`src/rtl/mult_eval_pkg.sv`:
```
// Shared constants and state encoding for the approximate-multiplier error monitor.
package mult_eval_pkg;

    localparam int W_DEF       = 16;
    localparam int CNT_W_DEF   = 17;
    localparam int SAMPLES_DEF = 65536;

    // Accumulators need one sign bit plus headroom for CNT_W additions of a W+1-bit value.
    function automatic int acc_width(input int w, input int cnt_w);
        return w + cnt_w + 1;
    endfunction

    localparam int ACC_W_DEF = acc_width(W_DEF, CNT_W_DEF);

    typedef enum logic [1:0] {
        IDLE  = 2'd0,
        RUN   = 2'd1,
        DRAIN = 2'd2,
        DONE  = 2'd3
    } state_e;

endpackage

```
`src/rtl/ed_stage.sv`:
```
// Stage 1: registers the signed error distance, its magnitude and a mismatch flag for one pair.
module ed_stage #(
    parameter int W = 16
) (
    input  logic                clk,
    input  logic                rst_n,
    input  logic                flush,
    input  logic                load,
    input  logic [W-1:0]        exact,
    input  logic [W-1:0]        apprx,
    output logic                vld_r,
    output logic signed [W:0]   diff_r,
    output logic [W-1:0]        abs_r,
    output logic                mismatch_r
);

    logic [W:0]   diff_s;
    logic [W:0]   neg_s;
    logic [W-1:0] abs_s;

    // Both subtraction orders are formed so the magnitude never needs a W+1-bit negate.
    always_comb begin
        diff_s = {1'b0, exact} - {1'b0, apprx};
        neg_s  = {1'b0, apprx} - {1'b0, exact};
        if (diff_s[W]) begin
            abs_s = neg_s[W-1:0];
        end else begin
            abs_s = diff_s[W-1:0];
        end
    end

    // Pipeline register; a flush only kills the valid bit, the payload is don't-care.
    always_ff @(posedge clk or negedge rst_n) begin
        if (!rst_n) begin
            vld_r      <= 1'b0;
            diff_r     <= '0;
            abs_r      <= '0;
            mismatch_r <= 1'b0;
        end else if (flush) begin
            vld_r      <= 1'b0;
        end else if (load) begin
            vld_r      <= 1'b1;
            diff_r     <= $signed(diff_s);
            abs_r      <= abs_s;
            mismatch_r <= (exact != apprx);
        end else begin
            vld_r      <= 1'b0;
        end
    end

endmodule

```
`src/rtl/mult_error_monitor.sv`:
```
// Error-statistics engine for an approximate multiplier: run FSM plus stage-2 accumulators.
module mult_error_monitor
    import mult_eval_pkg::*;
#(
    parameter int W       = W_DEF,
    parameter int CNT_W   = CNT_W_DEF,
    parameter int SAMPLES = SAMPLES_DEF,
    parameter int ACC_W   = W + CNT_W + 1
) (
    input  logic                    clk,
    input  logic                    rst_n,
    input  logic                    start,
    input  logic                    in_valid,
    output logic                    in_ready,
    input  logic [W-1:0]            exact,
    input  logic [W-1:0]            apprx,
    output logic [CNT_W-1:0]        sample_cnt,
    output logic [CNT_W-1:0]        err_cnt,
    output logic signed [ACC_W-1:0] sum_ed,
    output logic [ACC_W-1:0]        sum_abs_ed,
    output logic [W-1:0]            max_ed,
    output logic                    busy,
    output logic                    done
);

    state_e                  state_r;
    state_e                  state_s;
    logic                    in_ready_r;
    logic                    busy_r;
    logic                    done_r;
    logic [CNT_W-1:0]        sample_cnt_r;
    logic [CNT_W-1:0]        sample_cnt_s;
    logic [CNT_W-1:0]        err_cnt_r;
    logic signed [ACC_W-1:0] sum_ed_r;
    logic [ACC_W-1:0]        sum_abs_r;
    logic [W-1:0]            max_ed_r;
    logic                    xfer_s;
    logic                    load_s;
    logic                    st_vld_r;
    logic signed [W:0]       st_diff_r;
    logic [W-1:0]            st_abs_r;
    logic                    st_mismatch_r;

    ed_stage #(.W(W)) u_ed_stage (
        .clk        (clk),
        .rst_n      (rst_n),
        .flush      (start),
        .load       (load_s),
        .exact      (exact),
        .apprx      (apprx),
        .vld_r      (st_vld_r),
        .diff_r     (st_diff_r),
        .abs_r      (st_abs_r),
        .mismatch_r (st_mismatch_r)
    );

    // Transfer qualification, next sample count and next state; start always wins.
    always_comb begin
        xfer_s       = in_valid && in_ready_r;
        load_s       = xfer_s && !start;
        sample_cnt_s = sample_cnt_r;
        state_s      = state_r;
        if (start) begin
            sample_cnt_s = '0;
        end else if (xfer_s) begin
            sample_cnt_s = sample_cnt_r + {{(CNT_W-1){1'b0}}, 1'b1};
        end else begin
            sample_cnt_s = sample_cnt_r;
        end
        case (state_r)
            IDLE, DONE: begin
                if (start) begin
                    state_s = RUN;
                end else begin
                    state_s = state_r;
                end
            end
            RUN: begin
                if (start) begin
                    state_s = RUN;
                end else if (xfer_s && (sample_cnt_s == CNT_W'(SAMPLES))) begin
                    state_s = DRAIN;
                end else begin
                    state_s = RUN;
                end
            end
            DRAIN: begin
                if (start) begin
                    state_s = RUN;
                end else if (!st_vld_r) begin
                    state_s = DONE;
                end else begin
                    state_s = DRAIN;
                end
            end
            default: begin
                state_s = IDLE;
            end
        endcase
    end

    // State, sample counter and handshake/status flags, all derived from the next state.
    always_ff @(posedge clk or negedge rst_n) begin
        if (!rst_n) begin
            state_r      <= IDLE;
            sample_cnt_r <= '0;
            in_ready_r   <= 1'b0;
            busy_r       <= 1'b0;
            done_r       <= 1'b0;
        end else begin
            state_r      <= state_s;
            sample_cnt_r <= sample_cnt_s;
            in_ready_r   <= (state_s == RUN) && (sample_cnt_s < CNT_W'(SAMPLES));
            busy_r       <= (state_s == RUN) || (state_s == DRAIN);
            done_r       <= (state_s == DONE);
        end
    end

    // Stage 2 accumulation; ties on the maximum leave max_ed untouched.
    always_ff @(posedge clk or negedge rst_n) begin
        if (!rst_n) begin
            err_cnt_r <= '0;
            sum_ed_r  <= '0;
            sum_abs_r <= '0;
            max_ed_r  <= '0;
        end else if (start) begin
            err_cnt_r <= '0;
            sum_ed_r  <= '0;
            sum_abs_r <= '0;
            max_ed_r  <= '0;
        end else if (st_vld_r) begin
            err_cnt_r <= err_cnt_r + {{(CNT_W-1){1'b0}}, st_mismatch_r};
            sum_ed_r  <= sum_ed_r + {{(ACC_W-W-1){st_diff_r[W]}}, st_diff_r};
            sum_abs_r <= sum_abs_r + {{(ACC_W-W){1'b0}}, st_abs_r};
            if (st_abs_r > max_ed_r) begin
                max_ed_r <= st_abs_r;
            end
        end
    end

    assign in_ready   = in_ready_r;
    assign busy       = busy_r;
    assign done       = done_r;
    assign sample_cnt = sample_cnt_r;
    assign err_cnt    = err_cnt_r;
    assign sum_ed     = sum_ed_r;
    assign sum_abs_ed = sum_abs_r;
    assign max_ed     = max_ed_r;

endmodule

```
`config.mk`:
```
export PLATFORM = sky130hd
export DESIGN_NAME = mult_error_monitor
export DESIGN_NICKNAME = d
export VERILOG_FILES = /design/src/rtl/mult_eval_pkg.sv /design/src/rtl/ed_stage.sv /design/src/rtl/mult_error_monitor.sv
export SDC_FILE = /design/constraint.sdc
export NUM_CORES = 1
export LEC_CHECK = 0
export CORE_ASPECT_RATIO = 1.4
export CORE_MARGIN = 5
export CORE_UTILIZATION = 50
export DETAILED_ROUTE_END_ITERATION = 10
export PLACE_DENSITY = 0.8
export SYNTH_ARGS = -nofsm -noshare
export SYNTH_HDL_FRONTEND = slang
export SYNTH_SLANG_ARGS = --single-unit
```
`constraint.sdc`:
```
create_clock -name clk -period 3.8 [get_ports clk]
set_input_delay 0.76 -clock clk [delete_from_list [all_inputs] [get_ports clk]]
set_output_delay 0.76 -clock clk [all_outputs]
set_load 0.005 [all_outputs]
```
==> impl_metrics.toml, run 1 <==
[worst_setup_path]
cp_top_family = "compound AO/OA/AOI/OAI gates"
startpoint = "exact[0]"
worst_path_largest_cell_delay_ps = 460
rr_worst_depth = 11
critPathArrivalTime_ps = 3550
path_class = "in2reg"
crit_path_end_kind = "register"
r2r_end = "sum_abs_ed[22]"
path_buf_inv = 3
crit_slowest_cell = "a311o_2"
r2r_slack_ps = 550
start_kind = "input port"
cp.required_ps = 4090
crit_path_max_fanout = 7
crit-reg2reg-launch = "u_ed_stage.diff_r[0]"
path_cells = "clkdlybuf4s50_1 -> inv_1 -> ha_1 -> fa_1 -> nor2b_4 -> o21a_1 -> o21ai_2 -> nand2_1 -> a311o_2 -> a21boi_4 -> buf_4 -> mux2i_1 -> xor2_1 -> o21ai_0"

[floorplanning]
ioPinCount = 157
initial_utilization_pct = 51.0
dieArea_sq_um = 25500
die_w_um = 136
die_h_um = 187
core_area_sq_um = 21900
placementRows = 64

[global_route]
grt_pass1_vias = 9741
overflow = 0
grt_start_max_net_pins = 78
grt.total_usage_pct = 22.3
grt_first_pass_wirelength_um = 46700
antenna_found_initial = 0

[sta]
period_needed_ps = 3250
hold_violations = 0
max_slew.worst_pin.slew_ps = 1130
clock_skew_ps = 6.64
final.period_utilization_pct = 85.6
max_clock_freq_ghz = 0.308
fin_tns_setup_ps = 0
drv_slew = 0
relSlewSlack_pct = 24.6
setup_viol = 0
holdWs_ps = 358
rsz0062_at_grt = "no"

[cells_and_area]
layout_commonest_cell = "dfrtp_1"
diodes = 0
area_growth_syn_to_layout_pct = 22.9
drive_gt1_share_pct = 6.01
fin_util_pct = 62.8
final_cell_mix = "dfrtp_1, clkdlybuf4s50_1, nor2_1"
nets = 1543

[cts]
clock-sinks = 157
cts-root-buf = "clkbuf_16"
post-cts-setup-buffers = 0
clockBufferDepth = 2
post_cts_resized = 0
cts_buffers = 17
insertion_delay_ps = 430
h-tree-depth = 4
cts_tree = "yes"
cts.clk_slew.worst_paths_ps = 60
postCtsHoldBufs = 0

[yosys]
synth-seq-cells = 157
synth_edf_count = 0
syn-num-nets = 1397
ys_seq_area_share_pct = 35.1
yosys_warnings = 0
async_flop_share_pct = 100
syn-instance-count = 1256
synth_cell_types = 75
synth_area_sq_um = 11200
syn_avg_cell_area_sq_um = 8.92
synthFlopType = "dfrtp_1"

[power_and_ir_drop]
total_leakage_power_nw = 6.18
switchingPower_mw = 2.70
seqPwrFrac_pct = 32.7
p_per_area_nw_per_um2 = 531
peakVddDrop_uv = 322
power_frac_clock_pct = 26.4
p_int_mw = 4.61
switching_share_pct = 37.0
combPwrFrac_pct = 40.9

[placed_design]
gp_congestion = 0.878
dp_hpwl_um = 21300
io_buffers = 156

[routing]
first_pass_iters = 5
num_vias = 9709
first_iter_violations = 460
wl_per_cell_um = 16.5
ant_nets = 0
wl_um = 28300
drc = 0
vias_per_cell = 5.67

[hold_path]
hold_class = "in2async"

[run_status]
status = "completed"

[flow_run]
maxCapViolCount = 0
worst register-to-register path: stages (launching register included):
cell and delay, ps:
dfrtp_1 480, ha_1 260, fa_1 410, a21o_1 170
a21oi_1 230, o2111ai_1 270, a31o_1 280, o31a_1 300
o21ai_1 330, a21boi_0 180, xnor2_1 150, nor2_1 50
power by group through the flow:
stage | sequential, mW | combinational, mW | clock [mW]
detailed placement | 2.41 | 2.95 | 0
CTS | 2.38 | 2.99 | 1.96
global placement | 2.40 | 2.86 | 0
global route | 2.42 | 3.35 | 2.04
floorplan | 2.26 | 2.09 | 0
finish | 2.39 | 2.99 | 1.93
routing by layer:
layer	GRT usage, %	part of all wire (%)
met1	26.5	41
met2	39.2	51
met3	3.18	4.0
met4	10.2	4.4
met5	0	0
registers in the layout, summed over array words and instances (netlist names), 2 cells and up:
name	flops
sum_abs_ed	34
sample_cnt	17
u_ed_stage.diff_r	17
u_ed_stage.abs_r	15
sum_ed	34
state_r	2
err_cnt	17
max_ed	16
layout make-up:
cell class / instances / area (sq um)
well taps: 297 / 372
inverters: 70 / 263
clock inverters: 12 / 209
flip-flops and latches: 157 / 3930
multi-input cells: 979 / 6800
fillers: 1894 / 8170
clock buffers: 20 / 467
repair buffers: 177 / 1730
cell families after synthesis:
| family | after synthesis | share of synthesized area, % |
|---|---|---|
| AND/OR/NAND/NOR | 410 | 18.4 |
| AO/OA/AOI/OAI | 313 | 17.8 |
| flip-flops | 157 | 35.1 |
| buffers and inverters | 120 | 4.26 |
| adder cells (fa/ha/maj) | 105 | 12.0 |
| XOR/XNOR | 96 | 7.51 |
| multiplexers | 55 | 4.97 |
metrics by stage:
stage                     total power, mW  std cells  cell area, sq um  setup slack, ps
after floorplan                      4.35       1256             11200              708
after global placement               5.26       1680             13100              190
after detailed placement             5.36       1680             13100             84.3
after CTS                            7.34       1712             13800              544
after global routing                 7.81       1712             13800              385
final                                7.31       1712             13800              548
how the worst max path moves through the flow:
stage                            to  slack (ps)  depth (start not counted)
2_1_floorplan  u_ed_stage.abs_r[12]         710                         13
3_3_place_gp    u_ed_stage.abs_r[6]         190                         14
3_5_place_dp    u_ed_stage.abs_r[6]          80                         14
4_1_cts         u_ed_stage.abs_r[6]         540                         14
5_1_grt         u_ed_stage.abs_r[6]         380                         14
6_report        u_ed_stage.abs_r[6]         550                         14
cells in the mapped netlist (4+ instances only):
master | number | area [sq um]
o21bai_1 | 5 | 37.5
nand3_1 | 32 | 160
nor3_1 | 17 | 85.1
or3_1 | 16 | 100
nor2b_1 | 20 | 125
o211ai_1 | 4 | 30.0
a211o_1 | 5 | 43.8
nand4_1 | 18 | 113
mux2i_1 | 50 | 500
dfrtp_1 | 157 | 3930
xor2_1 | 46 | 403
o21a_1 | 17 | 128
buf_2 | 6 | 30.0
inv_1 | 68 | 255
clkbuf_1 | 39 | 146
a31oi_1 | 11 | 68.8
and3_1 | 9 | 56.3
and4_1 | 5 | 43.8
ha_1 | 101 | 1260
or4_1 | 4 | 30.0
nand2b_1 | 44 | 275
xnor2_1 | 50 | 438
and2_1 | 9 | 56.3
nand2_1 | 105 | 394
fa_1 | 4 | 80.1
a211oi_1 | 11 | 82.6
o21ai_0 | 96 | 480
a21oi_1 | 71 | 355
a21o_1 | 35 | 263
a221oi_1 | 4 | 35.0
nor2_1 | 108 | 405
mux2_2 | 5 | 56.3
o31a_1 | 4 | 35.0
or2_2 | 7 | 43.8
o21ai_1 | 7 | 35.0
(Power assumes the default switching activity.)
==> run 2, diff against run 1 <==
Settings changed: GPL_TIMING_DRIVEN set to 0, SKIP_CTS_REPAIR_TIMING set to 1.
==> run 2 against run 1 <==
  * Critical path depth down 2
  * Global-route usage up 0.64 points
  * Clock power about the same
  * Worst setup slack worse by 320 ps
  * Maximum frequency down 8.9%
  * Via count up 2.3%
  * Routed wire length up 4.8%
==> impl_metrics.toml, run 2 (same netlist as run 1, synthesis figures left out) <==
[power_and_ir_drop]
seqPwrFrac_pct = 32.7
switching_share_pct = 37.4
p_per_area_nw_per_um2 = 529
total_leakage_power_nw = 6.18
switchingPower_mw = 2.74
peakVddDrop_uv = 366
p_int_mw = 4.58
power_frac_clock_pct = 26.5
combPwrFrac_pct = 40.7
fin_total_pwr_mw = 7.32

[placed_design]
dp_hpwl_um = 23100
io_buffers = 156
gp_congestion = 0.892

[cells_and_area]
drive_gt1_share_pct = 4.84
nets = 1573
area_growth_syn_to_layout_pct = 23.6
diodes = 0
final_cell_mix = "dfrtp_1, clkdlybuf4s50_1, nor2_1"
layout_commonest_cell = "dfrtp_1"
fin_util_pct = 63.1

[worst_setup_path]
worst_path_largest_cell_delay_ps = 570
path_cells = "clkdlybuf4s50_1 -> inv_1 -> ha_1 -> nor2b_1 -> o21a_1 -> o21ai_0 -> a31oi_1 -> a211oi_1 -> o21ai_0 -> xnor2_1 -> o31a_1 -> o21ai_0"
crit_top_cell = "o21ai_0"
critPathArrivalTime_ps = 3870
path_class = "in2reg"
cp.required_ps = 4100
crit_path_end_kind = "register"
start_kind = "input port"
crit_path_max_fanout = 4
crit_slowest_cell = "a211oi_1"

[routing]
first_pass_iters = 5
wl_um = 29600
ant_nets = 0
first_iter_violations = 615
vias_per_cell = 5.70
drc = 0
num_vias = 9936
wl_per_cell_um = 17.0

[sta]
fin_tns_setup_ps = 0
hold_violations = 0
clock_skew_ps = 7.84
period_needed_ps = 3570
drv_slew = 0
final.period_utilization_pct = 93.9
max_clock_freq_ghz = 0.280
relSlewSlack_pct = 37.8
setup_viol = 0
rsz0062_at_grt = "no"
max_slew.worst_pin.slew_ps = 933

[floorplanning]
placementRows = 64
die_h_um = 187
die_w_um = 136
initial_utilization_pct = 51.0
dieArea_sq_um = 25500
core_area_sq_um = 21900
ioPinCount = 157

[global_route]
use_met2_pct = 41.0
gr-usage-met3_pct = 2.91
grt.total_usage_pct = 22.9
use_met1_pct = 26.9
antenna_found_initial = 0
grt_first_pass_wirelength_um = 47700
overflow = 0
grt_start_max_net_pins = 99
grt_pass1_vias = 9777
grt.busiest_layer = "met2"

[cts]
cts_buffers = 17
insertion_delay_ps = 420
clockBufferDepth = 2
h-tree-depth = 4
cts_tree = "yes"
cts.clk_slew.worst_paths_ps = 60
clock-sinks = 157
cts-root-buf = "clkbuf_16"

[hold_path]
hold_class = "in2async"

[run_status]
status = "completed"

[flow_run]
maxCapViolCount = 0
-- run 2: cell count changes in the layout (fill, tap and decap cells not counted), sizes merged --
cell	delta
clkdlybuf4s50	+1
buf	-10
clkbuf	+39
-- run 2: per-layer routing --
metal / part of all wire [%] / vias to the layer above / wire length (um)
met3: 5.2 / 71 / 1540
met4: 4.0 / 0 / 1180
met2: 51 / 299 / 15200
met1: 39 / 4765 / 11700
li1: - / 4801 / -
met5: 0 / - / 0
-- run 2: metrics by stage --
| stage | std cells | setup WS, ps | cell area (sq um) | hold slack [ps] |
|---|---|---|---|---|
| after floorplan | 1256 | 708 | 11200 | 453 |
| after global placement | 1709 | -4480 | 13100 | 471 |
| after detailed placement | 1710 | -200 | 13200 | 478 |
| after CTS | 1742 | 243 | 13800 | 257 |
| after global routing | 1742 | 12.1 | 13800 | 281 |
| final | 1742 | 230 | 13800 | 247 |
-- run 2: final cells by class --
cell class | instances | area, sq um
Fill cell | 1871 | 8100
Multi-Input combinational cell | 979 | 6800
Sequential cell | 157 | 3930
Timing Repair Buffer | 157 | 1590
Clock buffer | 20 | 467
Tap cell | 297 | 372
Inverter | 70 | 263
Buffer | 50 | 214
Clock inverter | 12 | 209
-- run 2: final timing paths --
kind | cells past startpoint | slack, ps | from | end
setup / recovery | 12 | 230 | exact[1] | u_ed_stage.abs_r[15]
hold / removal | 1 | 250 | rst_n | sum_ed[12]
setup reg to reg | 11 | 350 | u_ed_stage.diff_r[0] | sum_abs_ed[22]
hold reg to reg | 2 | 480 | u_ed_stage.diff_r[7] | u_ed_stage.diff_r[7]
max in group asynchronous | 2 | 2710 | rst_n | sample_cnt[2]
min in group clk | 2 | 480 | u_ed_stage.diff_r[7] | u_ed_stage.diff_r[7]
-- run 2: worst max-delay path: cells and delay by family --
family | cells | cell delay, ps
xor+xnor | 1 | 310
buf+inv | 2 | 640
compound gates | 7 | 1700
fa+ha+maj | 1 | 320
simple gates | 1 | 140
-- run 2: power by group through the flow --
| stage | clock network, mW | logic [mW] | registers (mW) |
|---|---|---|---|
| 6_report | 1.94 | 2.98 | 2.40 |
| 5_1_grt | 2.03 | 3.33 | 2.44 |
| 4_1_cts | 1.96 | 2.98 | 2.39 |
| 3_5_place_dp | 0 | 2.95 | 2.42 |
| 3_3_place_gp | 0 | 2.84 | 2.41 |
| 2_1_floorplan | 0 | 2.09 | 2.26 |
